===== config.mk =====
export PLATFORM = sky130hd
export DESIGN_NAME = fp_add_sched
export DESIGN_NICKNAME = d
export VERILOG_FILES = /design/src/rtl/fp_add_sched_pkg.sv /design/src/rtl/fp_align_norm.sv /design/src/rtl/fp_add_sched.sv
export SDC_FILE = /design/constraint.sdc
export NUM_CORES = 1
export LEC_CHECK = 0
export ABC_AREA = 0
export CORE_MARGIN = 2
export CORE_UTILIZATION = 29
export DETAILED_ROUTE_END_ITERATION = 8
export DONT_BUFFER_PORTS = 1
export PLACE_DENSITY_LB_ADDON = 0.2
export SLEW_MARGIN = 20
export SYNTH_ARGS = -nofsm -noshare
export SYNTH_HDL_FRONTEND = slang
export SYNTH_SLANG_ARGS = --single-unit

===== constraint.sdc =====
create_clock -name clk -period 20.2 [get_ports clk]
set_input_delay 4.04 -clock clk [delete_from_list [all_inputs] [get_ports clk]]
set_output_delay 4.04 -clock clk [all_outputs]
set_load 0.02 [all_outputs]

===== src/rtl/fp_add_sched_pkg.sv =====
// Shared definitions for the two-requester float32 add scheduler: FSM states,
// float32 field layout and a mantissa-unpacking helper.
package fp_add_sched_pkg;

  typedef enum logic [1:0] {IDLE, ALIGN, ADD, DONE} state_e;

  localparam int SIGN_BIT = 31;
  localparam int EXP_MSB  = 30;
  localparam int EXP_LSB  = 23;
  localparam int MAN_MSB  = 22;
  localparam int EXP_W    = 8;
  localparam int MAN_W    = 23;
  localparam logic [EXP_W-1:0] EXP_SPECIAL = 8'd255;

  // 24-bit significand with the hidden bit restored (0 for zero/denormal exponent)
  function automatic logic [MAN_W:0] full_man(input logic [31:0] f);
    return {(f[EXP_MSB:EXP_LSB] != '0), f[MAN_MSB:0]};
  endfunction

endpackage


===== src/rtl/fp_align_norm.sv =====
// Combinational float32 datapath: align the smaller operand, add or subtract
// magnitudes, left-normalise, and apply the zero-operand / zero-difference overrides.
module fp_align_norm
  import fp_add_sched_pkg::*;
(
  input  logic             comp,
  input  logic             sign_a,
  input  logic             sign_b,
  input  logic [EXP_W-1:0] big_exp,
  input  logic [EXP_W-1:0] small_exp,
  input  logic [MAN_W:0]   big_man,
  input  logic [MAN_W:0]   small_man,
  output logic [31:0]      result
);

  logic [EXP_W-1:0] shamt;
  logic [MAN_W:0]   aligned;
  logic [MAN_W:0]   mag;
  logic [MAN_W:0]   norm;
  logic [4:0]       lz;
  logic             found;
  logic             eff_sub;
  logic             sign_r;
  logic [EXP_W-1:0] exp_r;

  always_comb begin
    shamt   = big_exp - small_exp;
    aligned = (shamt >= 8'd24) ? '0 : (small_man >> shamt);
    eff_sub = sign_a ^ sign_b;
    sign_r  = comp ? sign_a : sign_b;
    // Add overflow past 24 bits is outside the supported range, so it simply truncates.
    mag     = eff_sub ? (big_man - aligned) : (big_man + aligned);
    lz      = '0;
    found   = 1'b0;
    for (int i = MAN_W; i >= 0; i--) begin
      if (!found && mag[i]) begin
        lz    = 5'(MAN_W - i);
        found = 1'b1;
      end
    end
    norm   = mag << lz;
    exp_r  = big_exp - {3'b000, lz};
    result = {sign_r, exp_r, norm[MAN_W-1:0]};
    if (small_exp == '0)
      result = {sign_r, big_exp, big_man[MAN_W-1:0]};
    else if (eff_sub && (mag == '0))
      result = '0;
  end

endmodule


===== src/rtl/fp_add_sched.sv =====
// Two-requester float32 adder: arbitrates one operand pair at a time, runs it
// through ALIGN/ADD, then holds the sum in DONE until the consumer takes it.
module fp_add_sched
  import fp_add_sched_pkg::*;
#(
  parameter int ROUND_ROBIN = 1
) (
  input  logic        clk,
  input  logic        rst_n,
  input  logic        req0_valid,
  output logic        req0_ready,
  input  logic [31:0] req0_a,
  input  logic [31:0] req0_b,
  input  logic        req1_valid,
  output logic        req1_ready,
  input  logic [31:0] req1_a,
  input  logic [31:0] req1_b,
  output logic        out_valid,
  input  logic        out_ready,
  output logic [31:0] out_result,
  output logic        out_id,
  output logic        busy
);

  state_e           state_q, state_d;
  logic             rr_q, rr_d;
  logic [31:0]      a_q, a_d, b_q, b_d;
  logic             id_q, id_d;
  logic             comp_q, comp_d;
  logic [EXP_W-1:0] bexp_q, bexp_d, sexp_q, sexp_d;
  logic [MAN_W:0]   bman_q, bman_d, sman_q, sman_d;
  logic [31:0]      res_q, res_d;
  logic [31:0]      dp_res;
  logic             gnt1;

  // Requester 1 wins when alone, or when both ask and the round-robin pointer favours it.
  assign gnt1 = req1_valid & (~req0_valid | ((ROUND_ROBIN != 0) & rr_q));

  fp_align_norm u_dp (
    .comp      (comp_q),
    .sign_a    (a_q[SIGN_BIT]),
    .sign_b    (b_q[SIGN_BIT]),
    .big_exp   (bexp_q),
    .small_exp (sexp_q),
    .big_man   (bman_q),
    .small_man (sman_q),
    .result    (dp_res)
  );

  always_comb begin
    state_d    = state_q;
    rr_d       = rr_q;
    a_d        = a_q;
    b_d        = b_q;
    id_d       = id_q;
    comp_d     = comp_q;
    bexp_d     = bexp_q;
    sexp_d     = sexp_q;
    bman_d     = bman_q;
    sman_d     = sman_q;
    res_d      = res_q;
    req0_ready = 1'b0;
    req1_ready = 1'b0;
    case (state_q)
      IDLE: begin
        if (req0_valid || req1_valid) begin
          req0_ready = ~gnt1;
          req1_ready = gnt1;
          a_d        = gnt1 ? req1_a : req0_a;
          b_d        = gnt1 ? req1_b : req0_b;
          id_d       = gnt1;
          rr_d       = ~gnt1;
          state_d    = ALIGN;
        end
      end
      ALIGN: begin
        comp_d  = (a_q[EXP_MSB:0] >= b_q[EXP_MSB:0]);
        bexp_d  = comp_d ? a_q[EXP_MSB:EXP_LSB] : b_q[EXP_MSB:EXP_LSB];
        sexp_d  = comp_d ? b_q[EXP_MSB:EXP_LSB] : a_q[EXP_MSB:EXP_LSB];
        bman_d  = comp_d ? full_man(a_q) : full_man(b_q);
        sman_d  = comp_d ? full_man(b_q) : full_man(a_q);
        state_d = ADD;
      end
      ADD: begin
        res_d   = dp_res;
        state_d = DONE;
      end
      DONE: begin
        if (out_ready) state_d = IDLE;
      end
      default: state_d = IDLE;
    endcase
  end

  always_ff @(posedge clk or negedge rst_n) begin
    if (!rst_n) begin
      state_q <= IDLE;
      rr_q    <= 1'b0;
      a_q     <= '0;
      b_q     <= '0;
      id_q    <= 1'b0;
      comp_q  <= 1'b0;
      bexp_q  <= '0;
      sexp_q  <= '0;
      bman_q  <= '0;
      sman_q  <= '0;
      res_q   <= '0;
    end else begin
      state_q <= state_d;
      rr_q    <= rr_d;
      a_q     <= a_d;
      b_q     <= b_d;
      id_q    <= id_d;
      comp_q  <= comp_d;
      bexp_q  <= bexp_d;
      sexp_q  <= sexp_d;
      bman_q  <= bman_d;
      sman_q  <= sman_d;
      res_q   <= res_d;
    end
  end

  assign out_valid  = (state_q == DONE);
  assign out_result = res_q;
  assign out_id     = id_q;
  assign busy       = (state_q != IDLE);

endmodule

### Yosys cells after proc, flatten, opt, wreduce, memory -nomap -nowiden

Index checks and enable logic that the tools add are counted.

| cells by class | value |
|---|---|
| shift-type cells | 2 |
| mux-type cells | 64 |
| $lt $le $gt $ge | 2 |
| add/sub/neg operators | 4 |
| bitwise operators | 5 |
| reduce and logical (&&, ||, !) cells | 56 |
| eq/ne operators | 5 |

Operator list:

| kind | count |
|---|---|
| 32-bit two-way mux | 4 |
| 24-bit two-way mux | 4 |
| 5-bit two-way mux | 8 |
| 4-bit two-way mux | 8 |
| 31-bit >= comparator | 1 |
| 1-bit two-way mux | 29 |
| 24-bit adder | 1 |
| 1-bit logical AND | 24 |
| 24-bit zero test | 1 |
| 24-bit by 5-bit << shifter with 23-bit output | 1 |
| 24-bit by 8-bit right shift with 24-bit output | 1 |
| 24-bit subtractor | 1 |
| 1-bit zero test | 23 |
| 8-bit two-way mux | 2 |
| 8-bit nonzero test | 2 |
| 3-bit two-way mux | 4 |
| 8-bit by 5-bit >= comparator with 1-bit output, second input constant | 1 |
| 8-bit zero test | 1 |
| 2-bit two-way mux | 4 |
| 2-bit one-hot mux with 4 select lines | 1 |
| 8-bit by 5-bit subtractor with 8-bit output | 1 |
| 8-bit subtractor | 1 |
| 2-bit == test, second input constant | 2 |
| 2-bit AND reduction | 2 |
| other kinds (10) | 11 |

| storage, ports and cells | value |
|---|---|
| flip-flop bits (word level) | 165 |
| input port bits | 133 |
| output and inout bits | 37 |
| logic and storage cells | 149 |

### Longest topological paths before layout

Gate-level depths: netlist of the first run.

| depth | value |
|---|---|
| depth in word-level cells | 78 |
| depth in mapped cells | 46 |
| depth with buffers taken out | 41 |

### Modules after synthesis

From an unflattened synthesis of the first run, not the netlist that was laid out.

| second synthesis, totals | value |
|---|---|
| cell total of the unflattened synthesis | 1718 |
| area, all modules | 14626.5 um^2 |

By module, submodules not included:

| module | area an instance (um^2) | cells each | instances | sequential area each (um^2) |
|---|---|---|---|---|
| fp_add_sched | 8480.6 | 828 | 1 | 4129.0 |
| fp_align_norm | 6145.9 | 890 | 1 | 0.0 |

### Worst setup path after synthesis of the first run

OpenSTA, ideal clock, no wires.

| path | value |
|---|---|
| path type | input-to-output |
| start point | input req0_valid |
| end point | output req0_ready |
| stages on the path | 4 |
| buffers on the path | 2 |
| required time | 16160 ps |
| arrival | 4989 ps |
| path slack | 11171 ps |
| path through | o21ai_0 > clkbuf_1 > clkbuf_1 > nor2_1 |

| between the ends | value |
|---|---|
| cells in the longest elaborated chain, start to end | 6 |
| elaborated cells between the ends (all ways) | 7 |
| those cells by class | mux: 2; bitwise: 4; reduce/logical: 1 |

Ends and longest elaborated chain:

| what | RTL line | RTL |
|---|---|---|
| start, declared | fp_add_sched.sv:10 | `input logic req0_valid,` |
| 1-bit NOT | fp_add_sched.sv:37 | `assign gnt1 = req1_valid & (~req0_valid \| ((ROUND_ROBIN != 0) & rr_q));` |
| 1-bit OR | fp_add_sched.sv:37 |  |
| 1-bit AND | fp_add_sched.sv:37 |  |
| 1-bit NOT | fp_add_sched.sv:67 | `req0_ready = ~gnt1;` |
| 1-bit two-way mux * | fp_add_sched.sv:66 | `if (req0_valid \|\| req1_valid) begin` |
| 1-bit two-way mux * | fp_add_sched.sv:64 | `case (state_q)` |
| end, declared | fp_add_sched.sv:11 | `output logic req0_ready,` |

Mark *: on every way between the ends. The rest lies on a longest branch, timed or not.

### Final worst setup path of the first run

| path | value |
|---|---|
| start point | register bexp_q[0] |
| end point | register res_q[30], in the netlist out_result[30] |

| between the ends | value |
|---|---|
| cells in the longest elaborated chain, start to end | 78 |
| elaborated cells between the ends (all ways) | 104 |
| those cells by class | add/sub: 4; order compare: 1; shift: 1; mux: 50; reduce/logical: 48 |

Ends and longest elaborated chain:

| what | RTL line | RTL |
|---|---|---|
| start, declared | fp_add_sched.sv:30 | `logic [EXP_W-1:0] bexp_q, bexp_d, sexp_q, sexp_d;` |
| start signal, assigned | fp_add_sched.sv:115 | `bexp_q <= bexp_d;` |
| 8-bit subtractor | fp_align_norm.sv:27 | `shamt = big_exp - small_exp;` |
| 24-bit by 8-bit right shift with 24-bit output or 8-bit by 5-bit >= comparator with 1-bit output (tied branches) | fp_align_norm.sv:28 | `aligned = (shamt >= 8'd24) ? '0 : (small_man >> shamt);` |
| 24-bit two-way mux | fp_align_norm.sv:28 |  |
| 24-bit adder or 24-bit subtractor (tied branches) | fp_align_norm.sv:32 | `mag = eff_sub ? (big_man - aligned) : (big_man + aligned);` |
| 24-bit two-way mux | fp_align_norm.sv:32 |  |
| 1-bit two-way mux | fp_align_norm.sv:36 | `if (!found && mag[i]) begin` |
| 1-bit zero test | fp_align_norm.sv:36 |  |
| 1-bit logical AND | fp_align_norm.sv:36 |  |
| [... 62 more ...] | n/a |  |
| 1-bit logical AND | fp_align_norm.sv:36 |  |
| 1-bit two-way mux | fp_align_norm.sv:36 |  |
| 1-bit zero test | fp_align_norm.sv:36 |  |
| 1-bit logical AND | fp_align_norm.sv:36 |  |
| 5-bit two-way mux | fp_align_norm.sv:36 |  |
| 8-bit by 5-bit subtractor with 8-bit output | fp_align_norm.sv:42 | `exp_r = big_exp - {3'b000, lz};` |
| 32-bit two-way mux * | fp_align_norm.sv:46 | `else if (eff_sub && (mag == '0))` |
| 32-bit two-way mux * | fp_align_norm.sv:44 | `if (small_exp == '0)` |
| end signal, assigned | fp_add_sched.sv:119 | `res_q <= res_d;` |
| end, declared | fp_add_sched.sv:32 | `logic [31:0] res_q, res_d;` |

Marked as above.
A chain may end at the register's enable or synchronous reset.

==> results.cfg, run 1 <==
[clock_tree]
clk_pin_slew_worst_paths_ns = 0.07
clk_latency_ns = 0.45
clk_path_buf_depth = 2
cts_setup_buffers = 0
cts_sinks = 165
root_buffer = clkbuf_16
cts_inserted_buffers = 17
cts-resized-gates = 0
cts_tree = built
htreeDepth = 4
postCtsHoldBufs = 0

[drt]
routed_wl_um = 47800
drtIter0Drc = 946
route.detailed.drc = 0
via_per_inst = 5.49
post_drt_wl_per_cell_um = 20.3
drtAntennaViolNets = 0
num_vias = 13000
first_pass_iters = 5

[logic_synthesis]
syn_nets = 1944
synth.distinct_cells = 102
syn-cell-area_um2 = 14500
yosys_warnings = 0
synth-seq-cells = 165
synth_cells = 1735
yosysSeqAreaShare_pct = 28.4
syn_area_per_cell_um2 = 8.38
synth-edff-count = 0
ys.flop_type = dfrtp_1
async_flop_share_pct = 100

[sta]
tns_ns = 0
skew_ns = 0.00773
slew_violations = 0
relSlewSlack_pct = 30.5
setup_viol = 0
worstMarginPinSlew_ns = 1.04
finalHoldViolCount = 0
fin_crit_sh_pct = 52.2
fmax_ghz = 0.0949
post-route-min-period_ns = 10.54
rsz0062_at_grt = no

[finish]
diodes = 0
fillers = 5435
num-nets-final = 1881
syn_to_final_growth_pct = 8.15
final_cells = 2357
regArea_um2 = 4130
multiInputGateArea_um2 = 9760
post-route-util_pct = 31.5
drive_above_1_share_pct = 7.60

[critical_path]
cp_common_cell = ha_1
worstSetupPathType = reg2reg
required_ns = 20.57
critical-path-max-stage-delay_ns = 0.74
startpoint = bexp_q[0]
critPathLaunchType = flop
critPathBufInv = 5
rr_startpoint = bexp_q[0]
crit_family = compound AO/OA/AOI/OAI gates
end_kind = flop
crit_slowest_cell = or4b_1
critical_path_arrival_ns = 10.91
path_max_fanout = 35

[grt]
antenna_found_initial = 0
grt_pass1_wl_um = 74800
track_usage_pct = 18.3
grt_pass1_vias = 12600
grt_max_degree = 166
grt-ovfl-total = 0

[place]
place_congestion = 0.908
dp_hpwl_um = 37600
io_buffers = 0
dp.cells = 2325

[floorplan]
die_y_um = 228
io-pin-count = 170
dieArea_um2 = 51900
die_w_um = 228
initial_core_util_pct = 29.2
coreArea_um2 = 49900
core.rowCount = 82

[run]
max-cap-violations = 0

[hold_path]
hp-class = reg2reg
worstHoldStart = sexp_q[2]

[outcome]
outcome = finished, final reports clean
## state kept, by name, summed over array words and instances (netlist names)
name / cells
out_id: 1
b_q: 32
sman_q: 24
bman_q: 24
comp_q: 1
state_q: 2
sexp_q: 8
bexp_q: 8
a_q: 32
rr_q: 1
out_result: 32
## cell usage after synthesis (11+ instances only)
cell / number / share of area [%]
nand3_1: 37 / 1.3
inv_1: 67 / 1.7
xnor2_1: 23 / 1.4
and3_1: 22 / 0.95
buf_2: 22 / 0.76
xor2_1: 18 / 1.1
a21o_1: 19 / 0.98
a31oi_1: 11 / 0.47
nand2b_1: 11 / 0.47
a211oi_1: 19 / 0.98
nor2_1: 160 / 4.1
a21oi_1: 163 / 5.6
o21a_1: 15 / 0.77
o21ai_0: 133 / 4.6
mux2i_1: 180 / 12
nor2b_1: 18 / 0.77
o21ai_1: 14 / 0.48
mux2_2: 16 / 1.2
and2_1: 20 / 0.86
o211ai_1: 16 / 0.83
o31ai_1: 13 / 0.67
ha_1: 73 / 6.3
nand4_1: 14 / 0.60
or3_1: 17 / 0.73
o22ai_1: 12 / 0.52
nand2_1: 149 / 3.8
clkbuf_1: 57 / 1.5
dfrtp_1: 165 / 28
nor3_1: 40 / 1.4
## layout by cell type (no fill, tap or decap), drive strengths merged, types with 17 or more instances in the layout
| cell | instances |
|---|---|
| a211oi | 21 |
| a21o | 19 |
| a21oi | 167 |
| and2 | 20 |
| and3 | 22 |
| clkbuf | 22 |
| dfrtp | 165 |
| ha | 73 |
| inv | 72 |
| mux2i | 180 |
| nand2 | 150 |
| nand3 | 38 |
| nor2 | 162 |
| nor2b | 18 |
| nor3 | 43 |
| o211ai | 18 |
| o21ai | 148 |
| or3 | 17 |
| xnor2 | 25 |
| xor2 | 19 |
## logic make-up (layout without fill, tap and decap cells)
family | after synthesis | after routing | synth area share [%]
AO/OA/AOI/OAI | 546 | 546 | 24.8
XOR/XNOR | 44 | 44 | 2.81
adder cells (fa/ha/maj) | 76 | 76 | 6.70
buffers and inverters | 170 | 120 | 4.92
flip-flops | 165 | 165 | 28.4
multiplexers | 205 | 205 | 15.0
AND/OR/NAND/NOR | 529 | 529 | 17.4
## layout make-up
type                            instances  share of cell area (%)
Multi-Input combinational cell       1400                    62.1
Sequential cell                       165                    26.3
Tap cell                              672                    5.35
Clock buffer                           22                    2.89
Inverter                               72                    1.72
Clock inverter                         10                   0.939
Timing Repair Buffer                   16                   0.764
## path summary, 6_finish.rpt
kind / endpoint / slack, ns / cells past startpoint
setup / recovery: out_result[30] / 9.66 / 37
hold / removal: sexp_q[2] / 0.54 / 2
setup reg to reg: out_result[30] / 9.66 / 37
hold reg to reg: sexp_q[2] / 0.54 / 2
max in group asynchronous: out_result[6] / 16.71 / 0
min in group asynchronous: a_q[24] / 3.28 / 0
## stage by stage
stage | hold slack, ns | area (µm²) | setup slack, ns
finish | 0.537 | 15700 | 9.66
global placement | 0.506 | 15100 | 9.82
global route | 0.562 | 15700 | 8.95
floorplan | 0.481 | 14500 | 11.17
detailed placement | 0.518 | 15100 | 9.80
CTS | 0.536 | 15700 | 9.74
## worst register-to-register path: cells and delay by family, from the launching register on
family                     cells  cell delay, ns
AOI/OAI and AO/OA             13            3.51
and+or+nand+nor               11            2.80
adders and majority gates      4            1.29
buffers and inverters          5            1.14
muxes                          2            0.99
DFF                            1            0.39
xor gates and xnor gates       2            0.30
## metal layers
layer	vias to the layer above	part of all wire, %	global-route usage [%]
met1	6250	47	25.3
met5	-	0	0
met2	351	45	28.5
met3	64	4.3	3.21
li1	6286	-	-
met4	0	3.4	6.43
Power of run 1 is not shown: default switching activity piles up to over one toggle a cycle in this logic, so the estimate is an artifact.
==> run 2: changes to the inputs <==
==> constraint.sdc (replaced) <==
create_clock -name clk -period 11 [get_ports clk]
set_input_delay 2.2 -clock clk [delete_from_list [all_inputs] [get_ports clk]]
set_output_delay 2.2 -clock clk [all_outputs]
set_load 0.02 [all_outputs]
==> results.cfg, run 2 (synthesized netlist as in run 1, its figures left out) <==
[outcome]
outcome = finished, final reports clean

[drt]
first_pass_iters = 5
via_per_inst = 5.49
routed_wl_um = 48100
post_drt_wl_per_cell_um = 20.3
route.detailed.drc = 0
drtAntennaViolNets = 0
num_vias = 13000
drtIter0Drc = 1008

[critical_path]
critPathLaunchType = flop
crit_end = out_result[29]
critical_path_arrival_ns = 10.33
worstSetupPathType = reg2reg
path_max_fanout = 12
end_kind = flop
rr_startpoint = bexp_q[0]
reg2reg_depth = 37
regToRegEndpoint = out_result[29]
crit_slowest_cell = fa_2
critical-path-max-stage-delay_ns = 0.81
startpoint = bexp_q[0]
required_ns = 11.36
rrSetupSlack_ns = 1.03

[place]
place_congestion = 0.894
placed_area_um2 = 15200
dp_hpwl_um = 37800
io_buffers = 0
dp.cells = 2337

[finish]
num-nets-final = 1894
final_cells = 2368
drive_above_1_share_pct = 8.32
mostFrequentLayoutCells = mux2i_1, dfrtp_1, a21oi_1, nor2_1, nand2_1
fin_area_um2 = 15800
mostFrequentLayoutCell = mux2i_1
syn_to_final_growth_pct = 8.49

[floorplan]
core.rowCount = 82
coreArea_um2 = 49900
die_y_um = 228
initial_core_util_pct = 29.2
dieArea_um2 = 51900
io-pin-count = 170
die_w_um = 228

[sta]
rsz0062_at_grt = no
tns_ns = 0
relSlewSlack_pct = 31.2
post-route-min-period_ns = 9.97
setup_viol = 0
skew_ns = 0.0143
slew_violations = 0
fin_crit_sh_pct = 90.6
finalHoldViolCount = 0
fmax_ghz = 0.100
worstMarginPinSlew_ns = 1.03

[grt]
track_usage_pct = 18.4
grt_max_degree = 166
grt_pass1_vias = 12600
antenna_found_initial = 0
grt-ovfl-total = 0
grt_pass1_wl_um = 74800

[hold_path]
hp-class = reg2reg

[clock_tree]
clk_path_buf_depth = 2
htreeDepth = 4
clk_pin_slew_worst_paths_ns = 0.06
cts_inserted_buffers = 17
cts_tree = built
root_buffer = clkbuf_16
cts_sinks = 165
clk_latency_ns = 0.48
postCtsHoldBufs = 0

[run]
max-cap-violations = 0
==> run 2: timing repair <==
| action | 4_1_cts | 5_1_grt |
|---|---|---|
| setup endpoints to repair | 0 | 4 |
| buffers inserted | 0 | 1 |
| resized for setup | 0 | 2 |
==> run 2: layout make-up <==
type                       count  area (µm²)
antenna                        1        2.50
timing repair buffer          29         218
clock inverter                 9         108
multi-input combinational   1400        9760
inverter                      72         270
tap                          672         841
clock buffer                  20         437
fill                        5396       34100
sequential                   165        4130
==> run 2: critical path, delay by kind of cell, from the launching register on <==
| family | cells | cell delay [ns] |
|---|---|---|
| AO/OA/AOI/OAI | 10 | 2.72 |
| XOR/XNOR | 2 | 0.31 |
| adder cells (fa/ha/maj) | 5 | 1.77 |
| buffers and inverters | 4 | 0.81 |
| flip-flops | 1 | 0.39 |
| multiplexers | 4 | 0.92 |
| AND/OR/NAND/NOR | 12 | 2.93 |
==> run 2: worst min path at each step <==
stage | depth (start not counted) | from | endpoint | slack [ns]
after floorplan | 2 | rr_q | rr_q | 0.48
after CTS | 2 | sexp_q[1] | sexp_q[1] | 0.54
final | 2 | sexp_q[1] | sexp_q[1] | 0.53
after global placement | 2 | sexp_q[2] | sexp_q[2] | 0.51
after global routing | 2 | b_q[0] | b_q[0] | 0.57
after detailed placement | 2 | sexp_q[1] | sexp_q[1] | 0.52
==> run 2: routing by layer <==
layer | routed length [µm] | global-route usage [%]
met1 | 22700 | 25.4
met2 | 21900 | 29.4
met3 | 2030 | 2.74
met4 | 1450 | 6.54
met5 | 0 | 0
==> run 2: stage by stage <==
stage	hold WS (ns)	setup slack, ns	utilization (%)
after floorplan	0.481	2.19	-
final	0.528	1.03	31.6
after CTS	0.536	0.521	31.6
after detailed placement	0.519	0.556	30.5
after global placement	0.512	0.782	30.5
after global routing	0.571	0.135	31.6
Power of run 2 is left out for the same reason.
==> run 3: changes to the inputs <==
--- a/config.mk
+++ b/config.mk
@@ -11,6 +11,7 @@
 export DETAILED_ROUTE_END_ITERATION = 8
 export DONT_BUFFER_PORTS = 1
 export PLACE_DENSITY_LB_ADDON = 0.2
+export REMOVE_ABC_BUFFERS = 1
 export SLEW_MARGIN = 20
 export SYNTH_ARGS = -nofsm -noshare
 export SYNTH_HDL_FRONTEND = slang
==> results.cfg, run 3 (synthesized netlist as in run 1, its figures left out) <==
[critical_path]
end_kind = flop
path_max_fanout = 15
cp_common_cell = ha_1
critical_path_arrival_ns = 10.70
reg2reg_depth = 36
crit_slowest_cell = or4b_1
critical-path-max-stage-delay_ns = 0.72
worstSetupPathType = reg2reg
critPathLaunchType = flop
required_ns = 11.40

[grt]
track_usage_pct = 19.2
grt_pass1_wl_um = 77300
grt_max_degree = 166
antenna_found_initial = 0
grt-ovfl-total = 0
grt_pass1_vias = 12600

[clock_tree]
cts_sinks = 165
cts-resized-gates = 0
cts_tree = built
postCtsHoldBufs = 0
htreeDepth = 4
cts_setup_buffers = 0
cts_inserted_buffers = 17
root_buffer = clkbuf_16
clk_pin_slew_worst_paths_ns = 0.07
clk_path_buf_depth = 2
clk_latency_ns = 0.49

[sta]
finalHoldViolCount = 0
tns_ns = 0
setup_viol = 0
worstMarginPinSlew_ns = 1.13
fmax_ghz = 0.0971
relSlewSlack_pct = 24.1
skew_ns = 0.0193
post-route-min-period_ns = 10.29
rsz0062_at_grt = no
fin_crit_sh_pct = 93.6
slew_violations = 0

[finish]
mostFrequentLayoutCells = mux2i_1, dfrtp_1, a21oi_1, nor2_1, nand2_1
regArea_um2 = 4130
syn_to_final_growth_pct = 9.46
num-nets-final = 1897
mostFrequentLayoutCell = mux2i_1
fillers = 5403
final_cells = 2373
drive_above_1_share_pct = 8.64
diodes = 0
multiInputGateArea_um2 = 9750

[outcome]
outcome = finished, final reports clean

[floorplan]
core.rowCount = 82
die_y_um = 228
io-pin-count = 170
die_w_um = 228
coreArea_um2 = 49900
initial_core_util_pct = 29.2
dieArea_um2 = 51900

[drt]
route.detailed.drc = 0
num_vias = 13100
post_drt_wl_per_cell_um = 21.2
drtAntennaViolNets = 0
drtIter0Drc = 881
via_per_inst = 5.52
first_pass_iters = 5
routed_wl_um = 50300

[hold_path]
hp-class = reg2reg
holdPathStages = 2

[place]
dp.cells = 2339
place_congestion = 0.920
io_buffers = 0
dp_hpwl_um = 39200

[run]
max-cap-violations = 0
run 3: layout make-up:
cell class	instances	area share [%]
clock buffers	19	2.85
clock inverters	13	1.17
inverters	72	1.70
multi-input cells	1400	61.3
flip-flops and latches	165	26.0
well taps	672	5.28
repair buffers	32	1.76
run 3: routing by layer:
layer | vias up | global-route usage, % | share of wire, %
li1 | 6324 | - | -
met1 | 6374 | 26.1 | 47
met2 | 332 | 31.1 | 46
met3 | 61 | 2.74 | 3.8
met4 | 0 | 6.68 | 2.7
met5 | - | 0 | 0
run 3: per-stage QoR:
stage	util (%)	instance area [µm²]	worst slack, ns	hold WS (ns)
CTS	31.8	15900	0.734	0.544
detailed placement	30.5	15200	0.858	0.528
global placement	30.5	15200	1.09	0.515
floorplan	-	14100	-0.00907	0.481
global route	31.9	15900	0.0393	0.568
finish	31.9	15900	0.706	0.535
run 3: final timing paths:
| kind | from | endpoint | slack, ns |
|---|---|---|---|
| max in group asynchronous | rst_n | sman_q[4] | 9.34 |
| hold reg to reg | b_q[5] | b_q[5] | 0.54 |
| setup / recovery | bexp_q[0] | out_result[30] | 0.71 |
| hold / removal | b_q[5] | b_q[5] | 0.54 |
| setup reg to reg | bexp_q[0] | out_result[30] | 0.71 |
| min in group asynchronous | rst_n | bman_q[20] | 1.42 |
run 3: worst max-delay path: cells and delay by family (launching register included):
kind	cells	cell delay, ns
buffers and inverters	3	0.26
XOR/XNOR	3	0.95
adder cells (fa/ha/maj)	4	1.26
AND/OR/NAND/NOR	11	3.15
AO/OA/AOI/OAI	13	3.43
flip-flops	1	0.39
multiplexers	2	0.76
Power of run 3 is left out for the same reason.
